### config.mk
export PLATFORM = sky130hd
export DESIGN_NAME = split_sat_collector_flat
export DESIGN_NICKNAME = d
export VERILOG_FILES = /design/src/rtl/split_sat_collector_if.sv /design/src/rtl/split_sat_collector.sv /design/src/flat_wrapper.sv
export SDC_FILE = /design/constraint.sdc
export NUM_CORES = 1
export LEC_CHECK = 0
export ABC_AREA = 1
export CAP_MARGIN = 20
export CORE_ASPECT_RATIO = 0.75
export CORE_UTILIZATION = 51
export DETAILED_ROUTE_END_ITERATION = 8
export PLACE_DENSITY = 0.73
export SKIP_CTS_REPAIR_TIMING = 1
export SKIP_LAST_GASP = 1
export SYNTH_ARGS = -nofsm -noshare
export SYNTH_HDL_FRONTEND = slang
export SYNTH_SLANG_ARGS = --single-unit
### constraint.sdc
create_clock -name clk -period 4.2 [get_ports clk]
set_input_delay 0.42 -clock clk [delete_from_list [all_inputs] [get_ports clk]]
set_output_delay 0.42 -clock clk [all_outputs]
set_load 0.02 [all_outputs]
### src/rtl/split_sat_collector_if.sv
// Handshake bundle between the split evaluators, the collector and the solver control.
// The candidate-beat stream and the batch-summary stream share one interface.
interface split_sat_collector_if #(
  parameter int NUM_SPLITS = 8,
  parameter int CNT_W      = 16
);
  logic                  in_valid;
  logic                  in_ready;
  logic [NUM_SPLITS-1:0] in_split;
  logic                  in_last;
  logic                  out_valid;
  logic                  out_ready;
  logic [CNT_W-1:0]      out_total;
  logic [CNT_W-1:0]      out_sat;
  logic [NUM_SPLITS-1:0] out_fail_mask;
  logic [CNT_W-1:0]      out_first_sat;
  logic                  out_any_sat;

  modport master (
    output in_valid, in_split, in_last, out_ready,
    input  in_ready, out_valid, out_total, out_sat, out_fail_mask, out_first_sat, out_any_sat
  );

  modport slave (
    input  in_valid, in_split, in_last, out_ready,
    output in_ready, out_valid, out_total, out_sat, out_fail_mask, out_first_sat, out_any_sat
  );
endinterface

### src/rtl/split_sat_collector.sv
// Collects per-candidate split outputs into per-batch statistics and emits one
// registered summary per batch over a valid/ready handshake.
module split_sat_collector #(
  parameter int NUM_SPLITS = 8,
  parameter int CNT_W      = 16
) (
  input  logic                   clk,
  input  logic                   rst_n,
  split_sat_collector_if.slave   bus
);
  localparam logic [0:0] ACCUM = 1'b0;
  localparam logic [0:0] HOLD  = 1'b1;

  logic [0:0]            state_reg, state_next;
  logic                  ready_reg;
  logic                  valid_reg;

  logic [CNT_W-1:0]      total_acc_reg;
  logic [CNT_W-1:0]      sat_acc_reg;
  logic [CNT_W-1:0]      first_acc_reg;
  logic                  first_seen_reg;
  logic [NUM_SPLITS-1:0] mask_acc_reg;

  logic [CNT_W-1:0]      total_reg;
  logic [CNT_W-1:0]      sat_reg;
  logic [CNT_W-1:0]      first_reg;
  logic [NUM_SPLITS-1:0] mask_reg;
  logic                  any_reg;

  logic                  accept;
  logic                  beat_sat;
  logic                  take_first;
  logic [CNT_W-1:0]      total_next;
  logic [CNT_W-1:0]      sat_next;
  logic [CNT_W-1:0]      first_next;
  logic [NUM_SPLITS-1:0] mask_next;

  // Ready is registered so it never depends combinationally on in_valid.
  assign accept     = bus.in_valid && ready_reg;
  assign beat_sat   = &bus.in_split;
  assign take_first = beat_sat && !first_seen_reg;

  // Accumulator values including the current beat's contribution.
  always_comb begin
    total_next = (&total_acc_reg) ? total_acc_reg : total_acc_reg + CNT_W'(1);
    sat_next   = (beat_sat && !(&sat_acc_reg)) ? sat_acc_reg + CNT_W'(1) : sat_acc_reg;
    first_next = take_first ? total_acc_reg : first_acc_reg;
    mask_next  = mask_acc_reg | ~bus.in_split;
  end

  always_comb begin
    state_next = state_reg;
    case (state_reg)
      ACCUM:   if (accept && bus.in_last) state_next = HOLD;
      HOLD:    if (valid_reg && bus.out_ready) state_next = ACCUM;
      default: state_next = ACCUM;
    endcase
  end

  always_ff @(posedge clk or negedge rst_n) begin
    if (!rst_n) begin
      state_reg      <= ACCUM;
      ready_reg      <= 1'b0;
      valid_reg      <= 1'b0;
      total_acc_reg  <= '0;
      sat_acc_reg    <= '0;
      first_acc_reg  <= '0;
      first_seen_reg <= 1'b0;
      mask_acc_reg   <= '0;
      total_reg      <= '0;
      sat_reg        <= '0;
      first_reg      <= '0;
      mask_reg       <= '0;
      any_reg        <= 1'b0;
    end else begin
      state_reg <= state_next;
      ready_reg <= (state_next == ACCUM);
      valid_reg <= (state_next == HOLD);
      if (accept) begin
        if (bus.in_last) begin
          // Close the batch: publish final values and start the next batch clean.
          total_reg      <= total_next;
          sat_reg        <= sat_next;
          first_reg      <= first_next;
          mask_reg       <= mask_next;
          any_reg        <= (sat_next != '0);
          total_acc_reg  <= '0;
          sat_acc_reg    <= '0;
          first_acc_reg  <= '0;
          first_seen_reg <= 1'b0;
          mask_acc_reg   <= '0;
        end else begin
          total_acc_reg  <= total_next;
          sat_acc_reg    <= sat_next;
          first_acc_reg  <= first_next;
          first_seen_reg <= first_seen_reg | beat_sat;
          mask_acc_reg   <= mask_next;
        end
      end
    end
  end

  assign bus.in_ready      = ready_reg;
  assign bus.out_valid     = valid_reg;
  assign bus.out_total     = total_reg;
  assign bus.out_sat       = sat_reg;
  assign bus.out_first_sat = first_reg;
  assign bus.out_fail_mask = mask_reg;
  assign bus.out_any_sat   = any_reg;
endmodule

### src/flat_wrapper.sv
// flat-port wrapper written by rule: the top's interface ports become plain ports
module split_sat_collector_flat 
#(
  parameter int NUM_SPLITS = 8,
  parameter int CNT_W      = 16
)
  (clk, rst_n, bus_in_valid, bus_in_split, bus_in_last, bus_out_ready, bus_in_ready, bus_out_valid, bus_out_total, bus_out_sat, bus_out_fail_mask, bus_out_first_sat, bus_out_any_sat);
  split_sat_collector_if #(.NUM_SPLITS(NUM_SPLITS), .CNT_W(CNT_W)) bus_i ();
  input  logic clk;
  input  logic rst_n;
  input wire logic [$bits(bus_i.in_valid)-1:0] bus_in_valid;
  input wire logic [$bits(bus_i.in_split)-1:0] bus_in_split;
  input wire logic [$bits(bus_i.in_last)-1:0] bus_in_last;
  input wire logic [$bits(bus_i.out_ready)-1:0] bus_out_ready;
  output wire logic [$bits(bus_i.in_ready)-1:0] bus_in_ready;
  output wire logic [$bits(bus_i.out_valid)-1:0] bus_out_valid;
  output wire logic [$bits(bus_i.out_total)-1:0] bus_out_total;
  output wire logic [$bits(bus_i.out_sat)-1:0] bus_out_sat;
  output wire logic [$bits(bus_i.out_fail_mask)-1:0] bus_out_fail_mask;
  output wire logic [$bits(bus_i.out_first_sat)-1:0] bus_out_first_sat;
  output wire logic [$bits(bus_i.out_any_sat)-1:0] bus_out_any_sat;
  assign bus_i.in_valid = bus_in_valid;
  assign bus_i.in_split = bus_in_split;
  assign bus_i.in_last = bus_in_last;
  assign bus_i.out_ready = bus_out_ready;
  assign bus_in_ready = bus_i.in_ready;
  assign bus_out_valid = bus_i.out_valid;
  assign bus_out_total = bus_i.out_total;
  assign bus_out_sat = bus_i.out_sat;
  assign bus_out_fail_mask = bus_i.out_fail_mask;
  assign bus_out_first_sat = bus_i.out_first_sat;
  assign bus_out_any_sat = bus_i.out_any_sat;
  split_sat_collector #(.NUM_SPLITS(NUM_SPLITS), .CNT_W(CNT_W)) u_core (.clk(clk), .rst_n(rst_n), .bus(bus_i));
endmodule
# After elaboration in Yosys (flattened, before gate mapping)
# Cells that the tools add are included.
# totals
register_bits,116
inputBits,13
output_inout_bits,59
word_cells,42
# classes
addsub,2
muxes,11
bitwise_logic,5
reduce_logical,12
# ops
operator,n
two-way mux 16 bit,6
adder 16 x 1 -> 16 bit (second input constant),2
AND reduction 16 bit,2
nonzero test 16 bit,1
two-way mux 8 bit,1
NOT 8 bit,1
OR 8 bit,1
AND reduction 8 bit,1
logical AND 1 bit,5
two-way mux 1 bit,3
zero test 1 bit,2
NOT 1 bit,2
one-hot mux 1 bit (2 select lines),1
AND reduction 2 bit,1
OR 1 bit,1

# Logic depth before layout (Yosys ltp)
# depth
word_depth,5
depth_mapped,15
depth_no_buf,15

# Least setup slack after synthesis
# Ideal clock, no wire load.
# synth_path
path_type,register -> register
from,reg u_core.sat_acc_reg[0]
to,"reg u_core.any_reg, in the netlist u_core.bus.out_any_sat"
setup_ps,117
arrival_ps,1642
required_time_ps,4083
path_slack_ps,2441
stages_incl_launch_ff,16
n_path_buf,1
synth_period_minus_slack_ps,1759
path_cell_list,dfrtp_1 ha_1 inv_1 nor2_1 nand2_2 nor2_2 nor2_1 buf_6 nand2_1 nand2_1 nor2_1 nand2_1 nor2_1 nand2_1 nand2_1 nand2_1
# synth_between
elab_chain_cells,5
word_cells_on_any_way,6
classes_between,add/sub (1); mux (1); reduce/logical (4)
# synth_lines
item,line,source
start: declaration,split_sat_collector.sv:19,logic [CNT_W-1:0] sat_acc_reg;
start signal: assignment,split_sat_collector.sv:94,sat_acc_reg <= sat_next;
branches (longest 3 deep; another with adder 16 x 1 -> 16 bit),n/a,
two-way mux 16 bit (*),split_sat_collector.sv:46,sat_next = (beat_sat && !(&sat_acc_reg)) ? sat_acc_reg + CNT_W'(1) : sat_acc_reg;
nonzero test 16 bit (*),split_sat_collector.sv:86,any_reg <= (sat_next != '0);
end signal: assignment,split_sat_collector.sv:86,
end: declaration,split_sat_collector.sv:28,logic any_reg;
# Every way passes the cells marked *.
# A chain may end at the register's enable or synchronous reset.

# Final worst setup path
# Same ends and word-level chain as after synthesis.

==> impl_results.md <==
* Outcome: completed
* Global Route Usage Sum at about 27%
* GR Util met2 at between 30% and 40%
* Final Skew at between 0.004 and 0.005 ns
* Clock H-tree levels at 4
* Syn avg cell area at 7.94 sq um
* EDFF count, synth at 0
* Antenna violations before repair at 0
* Setup TNS at 0 ns
* Area delta synth->final at 29.0%
* Most frequent cells in the layout: nand2_1 (225), dfrtp_1 (116), inv_1 (75)
* CP peak stage delay at 0.69 ns
* Top cells by area, synth: dfrtp_1 (53%), nand2_1 (16%), o21ai_0 (6.8%)
* DIE WIDTH at approximately 120 um
* Grt ovf at 0
* Initial Utilization at ~53%
* Most used cell, CP: nand2_1
* CP max FO at 11
* M3 GR Usage at around 8.0%
* Register bit total from synthesis at between 100 and 150
* Synthesized Nets at about 700
* Layout fillers at 809
* Unrepaired setup endpoints after global routing: false
* Fmax achieved at ~0.4 GHz
* Worst-margin pin slew at ~0.96 ns
* DRC errors left at 0
* Static Leak at between 3 and 4 nW
* Gate Count Post-Synth at 686
* Post-synth ARST share at 100%
* First-pass GRT wire length at 23.1 mm
* Count of boundary I/O pins at 72
* Fin crit share at between 50% and 60%
* Final setup fails at 0
* Max Cap Violations at 0
* Cell Chain, Critical Path: ha_1 -> inv_1 -> nor2_1 -> nand2_2 -> o21ai_1 -> nand2_1 -> nand2_1 -> nor2_1 -> nand2_1 -> nor2_1 -> nand2_1 -> nand2_1 -> nand2_1
* Vias in the first global route at 4622
* Layout cell share with drive strength beyond 1 at slightly below 7%
* TritonCTS Buffers at 17
* PD cells at between 400 and 500 nW/um^2
* Total die area at about 11000 sq um
* FF/Latch Area at 2900 sq um
* First-pass DRT Iterations at 5
* RR Startpoint: u_core.sat_acc_reg[0]
* Area of the multi-input gates at ~2100 sq um
* Worst EP required at 4.55 ns
* WP buf/inv at 1
* Buffers on Ports at slightly above 70
* Seq/Total Area, Yosys at a little over half
* Top delay family on crit path: simple AND/OR/NAND/NOR gates
* Clock sinks at approximately 120
* Met1 GRT Util at between 40% and 50%
* Worst rel slew slack at between 30% and 40%
* Worst-Skew Late Latency at 0.41 ns
* Crit end category: register
* Slowest cell on crit path: o21ai_1
* Worst Setup SP: u_core.sat_acc_reg[0]
* Yosys top cell area share at a little over half
* Post-synthesis cell type count at 27
* Core Area at 10300 sq um
* Maximum vdd ir drop at 0.354 mV
* Antenna-violating nets left at 0
* Post-synth top area cell: dfrtp_1
* Crit start category: register
* Std-Cell Rows at 32
* Clock Pin Slew Worst Setup and Hold Paths at roughly 0.05 ns
* Hold slack at 0.400 ns
* Dpl cell area at 6260 sq um
* CTS tree: built
* Routed WL at between 10 and 15 mm
* Via count at 4850
* YS warnings at 0
* WL per Instance at about 15 um
* Gp weighted congestion at about 0.85
* Reg2Reg Setup Slack at ~1.8 ns
* Commonest non-fill, non-tap cell in the layout: nand2_1
* Hpwl dp at just over 9 mm
* Largest net degree at the start of global routing at between 80 and 90
* WP data arrival at ~2.8 ns
* Root buffer cell: clkbuf_16
* Critical path class: register to register
* Finished Cell Area at about 7000 sq um
* Ys flop type: dfrtp_1
* Final Critical Period at between 2 and 2.5 ns
* Synth Cell Area at between 5000 and 6000 sq um
* Clock Path Buffers at 2
* Post-layout net count at a little under 800
* Vias/cell at around 5.4
* Die Span Y at between 90 and 100 um
* Hold Path Class: input pin to asynchronous set/reset pin
* Initial DRC count at between 400 and 500
* Final Hold Viols at 0
* ANT cells at 0
* GRT Max-Usage Layer: met1
* Final Slew Violations at 0
==> synthesized netlist by cell type, types with 3 or more instances <==
| library cell | number |
|---|---|
| nor2_2 | 4 |
| nand2_2 | 4 |
| nand2_1 | 225 |
| xnor2_1 | 3 |
| clkbuf_1 | 25 |
| nand4_1 | 9 |
| nor2_1 | 52 |
| nand3_1 | 24 |
| o22ai_1 | 32 |
| inv_1 | 76 |
| a22o_1 | 3 |
| o21ai_0 | 74 |
| xor2_1 | 10 |
| dfrtp_1 | 116 |
| nor3_1 | 11 |
==> cells by family (layout without fill, tap and decap cells) <==
logic type	after synthesis	count (layout)	synth area share (%)
AO/OA/AOI/OAI	113	113	11.3
XOR/XNOR	13	13	2.09
AND/OR/NAND/NOR	335	335	25.2
flip-flops	116	116	53.3
adder cells (fa/ha/maj)	2	2	0.459
buffers and inverters	107	191	7.60
==> per-layer routing <==
| layer | up-vias | wire [um] | part of all wire (%) |
|---|---|---|---|
| li1 | 2341 | - | - |
| met1 | 2329 | 6860 | 50 |
| met3 | 18 | 901 | 6.5 |
| met4 | 0 | 163 | 1.2 |
| met2 | 162 | 5920 | 43 |
| met5 | - | 0 | 0 |
==> layout make-up <==
class / count / share of cell area, %
sequential: 116 / 41.3
clock inverter: 8 / 3.06
clock buffer: 24 / 7.29
multi-input combinational: 463 / 30.3
inverter: 79 / 4.22
timing repair buffer: 80 / 11.4
tap: 136 / 2.42
==> path summary, 6_finish.rpt <==
path | endpoint | depth (start not counted)
worst max-delay path | u_core.bus.out_any_sat | 13
worst min-delay path | u_core.mask_acc_reg[5] | 2
worst max register to register | u_core.bus.out_any_sat | 13
worst min register to register | u_core.bus.out_total[5] | 2
max in group asynchronous | u_core.bus.out_sat[5] | 3
min in group clk | u_core.bus.out_total[5] | 2
==> stage by stage <==
step	std cells	util [%]	total power, mW	worst slack [ns]
after floorplan	686	-	1.39	2.44
after detailed placement	872	60.6	1.54	1.41
after global routing	906	68.0	3.40	1.50
after CTS	904	67.6	3.31	1.78
after global placement	872	60.6	1.53	1.54
final	906	68.0	3.29	1.77
==> worst reg2reg max path, stage by stage (launching register included) <==
cell	delay (ns)
dfrtp_1	0.42
ha_1	0.31
inv_1	0.07
nor2_1	0.14
nand2_2	0.10
o21ai_1	0.69
nand2_1	0.14
nand2_1	0.16
nor2_1	0.07
nand2_1	0.08
nor2_1	0.05
nand2_1	0.05
nand2_1	0.04
nand2_1	0.06
==> power by group <==
group / switching (mW) / total (mW) / internal (mW) / leakage (nW)
clock network: 0.492 / 1.76 / 1.27 / 0.357
logic: 0.193 / 0.313 / 0.120 / 1.35
registers: 0.0389 / 1.22 / 1.18 / 1.58
total: 0.724 / 3.29 / 2.57 / 3.29
No activity file was read; power rests on OpenSTA's default activity.
